--- src/rtl/pool_requant_fifo_pkg.sv ---
// ============================================================================
// Package   : cnn_pkg
// Purpose   : Shared widths, per-layer pooled-map sizes and shifts, and the
//             requantization function used by the pool requant stage.
// Config    : POOL_REQUANT_ROUND_EN selects round-half-up in requant().
// Revision  : 1.0 - initial release
// ============================================================================
`default_nettype none

package cnn_pkg;

    localparam int IN_W        = 15;
    localparam int OUT_W       = 8;

    localparam int MAP_SIDE_L0 = 12;
    localparam int MAP_SIDE_L1 = 5;
    localparam int MAP_PIX_L0  = MAP_SIDE_L0 * MAP_SIDE_L0;
    localparam int MAP_PIX_L1  = MAP_SIDE_L1 * MAP_SIDE_L1;

    localparam int SHIFT_L0    = 7;
    localparam int SHIFT_L1    = 7;

    localparam int FIFO_DEPTH  = 16;

    // Unsigned shift-and-saturate; the intermediate is one bit wider than the
    // input so the rounding add cannot wrap.
    function automatic logic [OUT_W-1:0] requant(input logic [IN_W-1:0] d, input int shift);
        logic [IN_W:0] w_t;
        w_t = {1'b0, d};
`ifdef POOL_REQUANT_ROUND_EN
        w_t = w_t + (IN_W+1)'(1 << (shift - 1));
`endif
        w_t = w_t >> shift;
        if (w_t > (IN_W+1)'((1 << OUT_W) - 1)) begin
            return '1;
        end
        return w_t[OUT_W-1:0];
    endfunction

endpackage

`default_nettype wire

--- src/rtl/pool_requant_fifo_if.sv ---
// ============================================================================
// Interface : pool_requant_fifo_if
// Purpose   : Pooled-value input and requantized valid/ready output bundle.
// Revision  : 1.0 - initial release
// ============================================================================
`default_nettype none

interface pool_requant_fifo_if #(
    parameter int IN_W  = 15,
    parameter int OUT_W = 8,
    parameter int LVL_W = 5
);
    logic             in_valid;
    logic [IN_W-1:0]  in_data;
    logic             out_ready;
    logic             out_valid;
    logic [OUT_W-1:0] out_data;
    logic             out_last;
    logic             frame_done;
    logic             overflow;
    logic [LVL_W-1:0] level;

    modport master (
        output in_valid, in_data, out_ready,
        input  out_valid, out_data, out_last, frame_done, overflow, level
    );

    modport slave (
        input  in_valid, in_data, out_ready,
        output out_valid, out_data, out_last, frame_done, overflow, level
    );
endinterface

`default_nettype wire

--- src/rtl/pool_requant_fifo_sync_fifo.sv ---
// ============================================================================
// Module    : sync_fifo
// Purpose   : Single-clock FIFO with extra-MSB pointers; push and pop at full
//             in the same cycle are both accepted.
// Revision  : 1.0 - initial release
// ============================================================================
`default_nettype none

module sync_fifo #(
    parameter int WIDTH = 9,
    parameter int DEPTH = 16
) (
    input  wire logic                     clk,
    input  wire logic                     rst_n,
    input  wire logic                     i_push,
    input  wire logic                     i_pop,
    input  wire logic [WIDTH-1:0]         i_wdata,
    output logic      [WIDTH-1:0]         o_rdata,
    output logic                          o_full,
    output logic                          o_empty,
    output logic      [$clog2(DEPTH):0]   o_level
);
    localparam int AW = $clog2(DEPTH);

    logic [WIDTH-1:0] r_mem [DEPTH];
    logic [AW:0]      r_wr_ptr;
    logic [AW:0]      r_rd_ptr;
    logic             w_do_push;
    logic             w_do_pop;

    assign o_empty   = (r_wr_ptr == r_rd_ptr);
    assign o_full    = (r_wr_ptr[AW] != r_rd_ptr[AW]) &&
                       (r_wr_ptr[AW-1:0] == r_rd_ptr[AW-1:0]);
    assign o_level   = r_wr_ptr - r_rd_ptr;
    assign w_do_pop  = i_pop && !o_empty;
    assign w_do_push = i_push && (!o_full || w_do_pop);
    assign o_rdata   = r_mem[r_rd_ptr[AW-1:0]];

    always_ff @(posedge clk) begin
        if (!rst_n) begin
            r_wr_ptr <= '0;
            r_rd_ptr <= '0;
        end else begin
            if (w_do_push) r_wr_ptr <= r_wr_ptr + 1'b1;
            if (w_do_pop)  r_rd_ptr <= r_rd_ptr + 1'b1;
        end
    end

    // Storage needs no reset; the pointers alone define what is valid.
    always_ff @(posedge clk) begin
        if (w_do_push) r_mem[r_wr_ptr[AW-1:0]] <= i_wdata;
    end

endmodule

`default_nettype wire

--- src/rtl/pool_requant_fifo.sv ---
// ============================================================================
// Module    : pool_requant_fifo
// Purpose   : Requantizes pooled values to OUT_W bits, buffers them and
//             streams them out with a last-pixel tag per map.
// Config    : POOL_REQUANT_ROUND_EN enables round-half-up before the shift.
// Revision  : 1.0 - initial release
// ============================================================================
`default_nettype none

module pool_requant_fifo
    import cnn_pkg::*;
#(
    parameter int IN_W    = cnn_pkg::IN_W,
    parameter int OUT_W   = cnn_pkg::OUT_W,
    parameter int SHIFT   = cnn_pkg::SHIFT_L0,
    parameter int DEPTH   = cnn_pkg::FIFO_DEPTH,
    parameter int MAP_PIX = cnn_pkg::MAP_PIX_L0
) (
    input  wire logic          clk,
    input  wire logic          rst_n,
    pool_requant_fifo_if.slave bus
);
    localparam int SUM_W = IN_W + 1;
    localparam int CNT_W = (MAP_PIX > 1) ? $clog2(MAP_PIX) : 1;
    localparam int LVL_W = $clog2(DEPTH) + 1;
    localparam logic [SUM_W-1:0] c_MAX_Q = SUM_W'((1 << OUT_W) - 1);

    logic [SUM_W-1:0] w_sum;
    logic [SUM_W-1:0] w_shr;
    logic [OUT_W-1:0] w_q;
    logic             w_at_last;

    logic             r_s1_valid;
    logic [OUT_W-1:0] r_s1_q;
    logic             r_s1_last;
    logic [CNT_W-1:0] r_pix_cnt;
    logic             r_overflow;
    logic             r_frame_done;

    logic             w_full;
    logic             w_empty;
    logic             w_pop;
    logic             w_push;
    logic             w_drop;
    logic [OUT_W:0]   w_head;
    logic [LVL_W-1:0] w_level;

`ifdef POOL_REQUANT_ROUND_EN
    localparam logic [SUM_W-1:0] c_HALF = SUM_W'(1 << (SHIFT - 1));
    assign w_sum = {1'b0, bus.in_data} + c_HALF;
`else
    assign w_sum = {1'b0, bus.in_data};
`endif
    assign w_shr     = w_sum >> SHIFT;
    assign w_q       = (w_shr > c_MAX_Q) ? '1 : w_shr[OUT_W-1:0];
    assign w_at_last = (r_pix_cnt == CNT_W'(MAP_PIX - 1));

    // A staged entry may enter a full FIFO only when the head leaves this cycle.
    assign w_pop  = !w_empty && bus.out_ready;
    assign w_push = r_s1_valid && (!w_full || w_pop);
    assign w_drop = r_s1_valid && w_full && !w_pop;

    always_ff @(posedge clk) begin
        if (!rst_n) begin
            r_s1_valid   <= 1'b0;
            r_s1_q       <= '0;
            r_s1_last    <= 1'b0;
            r_pix_cnt    <= '0;
            r_overflow   <= 1'b0;
            r_frame_done <= 1'b0;
        end else begin
            r_s1_valid <= bus.in_valid;
            if (bus.in_valid) begin
                r_s1_q    <= w_q;
                r_s1_last <= w_at_last;
                r_pix_cnt <= w_at_last ? '0 : r_pix_cnt + 1'b1;
            end
            if (w_drop) r_overflow <= 1'b1;
            r_frame_done <= w_pop && w_head[OUT_W];
        end
    end

    sync_fifo #(
        .WIDTH (OUT_W + 1),
        .DEPTH (DEPTH)
    ) u_fifo (
        .clk     (clk),
        .rst_n   (rst_n),
        .i_push  (w_push),
        .i_pop   (w_pop),
        .i_wdata ({r_s1_last, r_s1_q}),
        .o_rdata (w_head),
        .o_full  (w_full),
        .o_empty (w_empty),
        .o_level (w_level)
    );

    assign bus.out_valid  = !w_empty;
    assign bus.out_data   = w_empty ? '0 : w_head[OUT_W-1:0];
    assign bus.out_last   = !w_empty && w_head[OUT_W];
    assign bus.frame_done = r_frame_done;
    assign bus.overflow   = r_overflow;
    assign bus.level      = w_level;

endmodule

`default_nettype wire

--- src/flat_wrapper.sv ---
// flat-port wrapper written by rule: the top's interface ports become plain ports
module pool_requant_fifo_flat import cnn_pkg::*;
#(
    parameter int IN_W    = cnn_pkg::IN_W,
    parameter int OUT_W   = cnn_pkg::OUT_W,
    parameter int SHIFT   = cnn_pkg::SHIFT_L0,
    parameter int DEPTH   = cnn_pkg::FIFO_DEPTH,
    parameter int MAP_PIX = cnn_pkg::MAP_PIX_L0
)
  (clk, rst_n, bus_in_valid, bus_in_data, bus_out_ready, bus_out_valid, bus_out_data, bus_out_last, bus_frame_done, bus_overflow, bus_level);
  pool_requant_fifo_if #(.IN_W(IN_W), .OUT_W(OUT_W), .LVL_W(5)) bus_i ();
  input  wire logic clk;
  input  wire logic rst_n;
  input wire logic [$bits(bus_i.in_valid)-1:0] bus_in_valid;
  input wire logic [$bits(bus_i.in_data)-1:0] bus_in_data;
  input wire logic [$bits(bus_i.out_ready)-1:0] bus_out_ready;
  output wire logic [$bits(bus_i.out_valid)-1:0] bus_out_valid;
  output wire logic [$bits(bus_i.out_data)-1:0] bus_out_data;
  output wire logic [$bits(bus_i.out_last)-1:0] bus_out_last;
  output wire logic [$bits(bus_i.frame_done)-1:0] bus_frame_done;
  output wire logic [$bits(bus_i.overflow)-1:0] bus_overflow;
  output wire logic [$bits(bus_i.level)-1:0] bus_level;
  assign bus_i.in_valid = bus_in_valid;
  assign bus_i.in_data = bus_in_data;
  assign bus_i.out_ready = bus_out_ready;
  assign bus_out_valid = bus_i.out_valid;
  assign bus_out_data = bus_i.out_data;
  assign bus_out_last = bus_i.out_last;
  assign bus_frame_done = bus_i.frame_done;
  assign bus_overflow = bus_i.overflow;
  assign bus_level = bus_i.level;
  pool_requant_fifo #(.IN_W(IN_W), .OUT_W(OUT_W), .SHIFT(SHIFT), .DEPTH(DEPTH), .MAP_PIX(MAP_PIX)) u_core (.clk(clk), .rst_n(rst_n), .bus(bus_i));
endmodule
--- config.mk ---
export PLATFORM = sky130hd
export DESIGN_NAME = pool_requant_fifo_flat
export DESIGN_NICKNAME = d
export VERILOG_FILES = /design/src/rtl/pool_requant_fifo_pkg.sv /design/src/rtl/pool_requant_fifo_if.sv /design/src/rtl/pool_requant_fifo_sync_fifo.sv /design/src/rtl/pool_requant_fifo.sv /design/src/flat_wrapper.sv
export SDC_FILE = /design/constraint.sdc
export NUM_CORES = 1
export LEC_CHECK = 0
export CAP_MARGIN = 20
export CORE_ASPECT_RATIO = 1.1
export CORE_MARGIN = 5
export CORE_UTILIZATION = 60
export CTS_CLUSTER_DIAMETER = 60
export DETAILED_ROUTE_END_ITERATION = 10
export GPL_ROUTABILITY_DRIVEN = 1
export GPL_TIMING_DRIVEN = 0
export HOLD_SLACK_MARGIN = 0.08
export PLACE_DENSITY = 0.8
export SLEW_MARGIN = 20
export SYNTH_ARGS = -nofsm -noshare
export SYNTH_HDL_FRONTEND = slang
export SYNTH_SLANG_ARGS = --single-unit
--- constraint.sdc ---
create_clock -name clk -period 4.35 [get_ports clk]
set_clock_uncertainty 0.05 [all_clocks]
set_input_delay 0.87 -clock clk [delete_from_list [all_inputs] [get_ports clk]]
set_output_delay 0.87 -clock clk [all_outputs]
set_load 0.02 [all_outputs]
==> metrics <==
status=completed; arrival time at the worst endpoint=3.18 ns; routability-driven placement congestion ratio=0.8917; Setup Viol. Count Final=0; drt drc=0; worst r2r path cells=6; dpl cells=597; number of synthesized flops with an enable pin=144; Pleak=2.687 nW; fillers=748; Setup Buffers After CTS=0; metal3 WL=733 µm; final wirelength=13880 µm; Buffers on Ports=25; Max-Slew Margin vs Limit=31.61%; initial antenna violation count=0; Final Non-Filler Cells=629; Hold Path Origin=u_core.bus.overflow; Placement Rows=41; met1 wire length=5747 µm; Routed wire per std cell=22.06 µm; Mapped Nets=448; largest net degree at the start of global routing=18; Die ar.=14240 µm²; Core Box Area=11590 µm²; #FFs+latches synth=178; hold depth=2; via/cell ratio=5.944; share of cells above drive strength 1=20.04%; hold endpoint=u_core.bus.overflow; CP Launch Type=flip-flop; Hold Fails Final Rpt=0; highest-count cells in the layout ignoring fill and taps=edfxtp_1 (144), mux4_2 (34), dfxtp_1 (34); cts bufs inserted=17; type of the worst min-delay path=flip-flop to flip-flop; average size of a mapped cell=17.16 µm²; Slowest cell on crit path=clkdlybuf4s50_1; # H-tree levels=4; first-pass GRT wire length=22140 µm; asr flop ratio synth=0%; worst endpoint required time=3.43 ns; DR pass1 iterations=5; sequential share of the synthesized area=69.78%; most common cell after layout, fill and taps aside=edfxtp_1; DIE HEIGHT=124.7 µm; Overall Power=3.798 mW; n_diodes=0; met2 wire length=7128 µm; top cells by area, synth=edfxtp_1 (60%), mux4_2 (11%), dfxtp_1 (9.5%); cts repair resizes=0; critical-path cell list=inv_1 > ha_1 > and4_1 > nand2_1 > clkbuf_1 > o21ai_0 > a21oi_1 > clkdlybuf4s50_1; Synth warnings=0; GRT Total Usage=21.12%; hpwl dp=9123 µm; actual slew at the worst max-slew pin=1.022 ns; nets@finish=496; power per cell area=460.6 nW/µm²; CTS tree=built; RSZ-0062 raised after global routing=false; Crit Reg-Reg Startpoint=u_core.u_fifo.r_wr_ptr[0]; vias=3739; top_reg_cell synth=edfxtp_1; Period Utilization, post-route=94.35%; Crit Path Category=flip-flop to output pin; vias in the first global route=3937; unique cell type count in the Yosys netlist=37; CTS clock-pin slew for the worst setup and hold paths=0.07 ns; clock insertion delay at the later pin of the skew report=0.43 ns; Peak VDD IR=287.3 µV; Pins Over Slew Limit=0; Max Root-Sink Buffers=2; Worst setup EP type=output pin; Worst Path Max Fanout=10; final worst path period need=4.104 ns; CTS sink cnt=178; Root Driver=clkbuf_16; # IOs=36; gr ovfl total=0; post-route setup TNS=0 ns; Max stage delay on crit path=0.66 ns; die width=114.2 µm; final antenna-violating net count=0; Max Freq=0.2437 GHz; P&R area growth vs syn=14.97%; Initial Util=61.86%; Synth area leader=edfxtp_1; Synth top area share=60.29%; Synth Cell Area=7172 µm²; flop2flop setup slack=1.47 ns; r2r endpoint=u_core.u_fifo.r_mem[12][1]; Synth Instances=418; initial DRC count=344; Top Metal Used=met4; hold-fix buffers at CTS=0; MaxCap Viol Count=0
==> worst max-delay path by stage <==
stage / startpoint / endpoint / slack, ns / cells past startpoint
3_3_place_gp: bus_out_ready / u_core.u_fifo.r_mem[2][4] / 0.88 / 4
3_5_place_dp: u_core.u_fifo.r_wr_ptr[0] / bus_out_data[0] / 0.78 / 8
2_1_floorplan: u_core.u_fifo.r_wr_ptr[0] / bus_out_data[0] / 1.51 / 7
5_1_grt: u_core.u_fifo.r_wr_ptr[0] / bus_out_data[0] / 0.06 / 8
6_report: u_core.u_fifo.r_rd_ptr[2] / bus_out_data[0] / 0.25 / 8
4_1_cts: u_core.u_fifo.r_rd_ptr[2] / bus_out_data[0] / 0.30 / 8
==> state kept, by name (all words and copies together), names as in the netlist, named ones only <==
| signal | cells |
|---|---|
| u_core.r_s1_valid | 1 |
| u_core.r_s1_last | 1 |
| u_core.u_fifo.r_mem | 144 |
| u_core.bus.frame_done | 1 |
| u_core.r_pix_cnt | 8 |
| u_core.u_fifo.r_wr_ptr | 5 |
| u_core.r_s1_q | 8 |
| u_core.bus.overflow | 1 |
| u_core.u_fifo.r_rd_ptr | 5 |
==> worst max-delay path, delay by kind of cell, from the launching register on <==
family                   cells  cell delay (ns)
AO/OA/AOI/OAI                2             0.48
adder cells (fa/ha/maj)      1             0.34
buffers and inverters        3             1.14
flip-flops                   1             0.42
AND/OR/NAND/NOR              2             0.38
==> cells in the mapped netlist, types with 2 or more instances <==
| library cell | instances |
|---|---|
| a21boi_0 | 2 |
| a21o_1 | 2 |
| a21oi_1 | 14 |
| and2_1 | 10 |
| and4_1 | 2 |
| buf_2 | 9 |
| clkbuf_1 | 10 |
| dfxtp_1 | 34 |
| edfxtp_1 | 144 |
| ha_1 | 10 |
| inv_1 | 9 |
| mux2_2 | 10 |
| mux2i_1 | 20 |
| mux4_2 | 34 |
| nand2_1 | 15 |
| nand2b_1 | 5 |
| nand3_1 | 4 |
| nand4_1 | 4 |
| nor2_1 | 20 |
| nor2b_1 | 13 |
| nor3_1 | 6 |
| o21ai_0 | 10 |
| xnor2_1 | 14 |
| xor2_1 | 4 |
==> kinds of logic (layout without fill, tap and decap cells) <==
kind of cell | Yosys count | count (layout) | share of synthesized area (%)
and+or+nand+nor | 81 | 81 | 5.775
adders and majority gates | 11 | 11 | 2.024
buffers and inverters | 30 | 91 | 1.779
muxes | 64 | 64 | 15.04
AOI/OAI and AO/OA | 35 | 35 | 3.175
DFF | 178 | 178 | 69.78
xor gates and xnor gates | 19 | 19 | 2.425
==> power by group <==
part | switching [mW] | internal [mW]
registers | 0.0345 | 1.86
clock network | 0.656 | 0.824
logic | 0.218 | 0.204
total | 0.909 | 2.89
==> routing by layer <==
layer  vias up  global-route usage, %
met5         -                      0
li1       1706                      -
met4         0                  6.988
met1      1882                  28.44
met3        24                  5.345
met2       127                  33.80
==> area by class of cell <==
cell class	instances	area [µm²]	area share (%)
sequential	178	5005	60.70
multi-input combinational	210	2059	24.98
clock buffer	18	439.2	5.326
timing repair buffer	29	280.3	3.399
tap	150	187.7	2.276
clock inverter	14	146.4	1.775
buffer	21	93.84	1.138
inverter	9	33.78	0.4097
==> stage by stage <==
step / instance area (µm²) / setup WS [ns] / hold slack, ns / util [%]
6_report: 8245 / 0.2458 / 0.4608 / 71.12
5_1_grt: 8245 / 0.06215 / 0.4779 / 71.12
4_1_cts: 8245 / 0.2964 / 0.4634 / 71.12
3_5_place_dp: 7660 / 0.7758 / 0.4393 / 66.07
3_3_place_gp: 7610 / 0.8774 / 0.4336 / 65.64
2_1_floorplan: 7172 / 1.508 / 0.4266 / -
No activity file was read; power rests on OpenSTA's default activity.
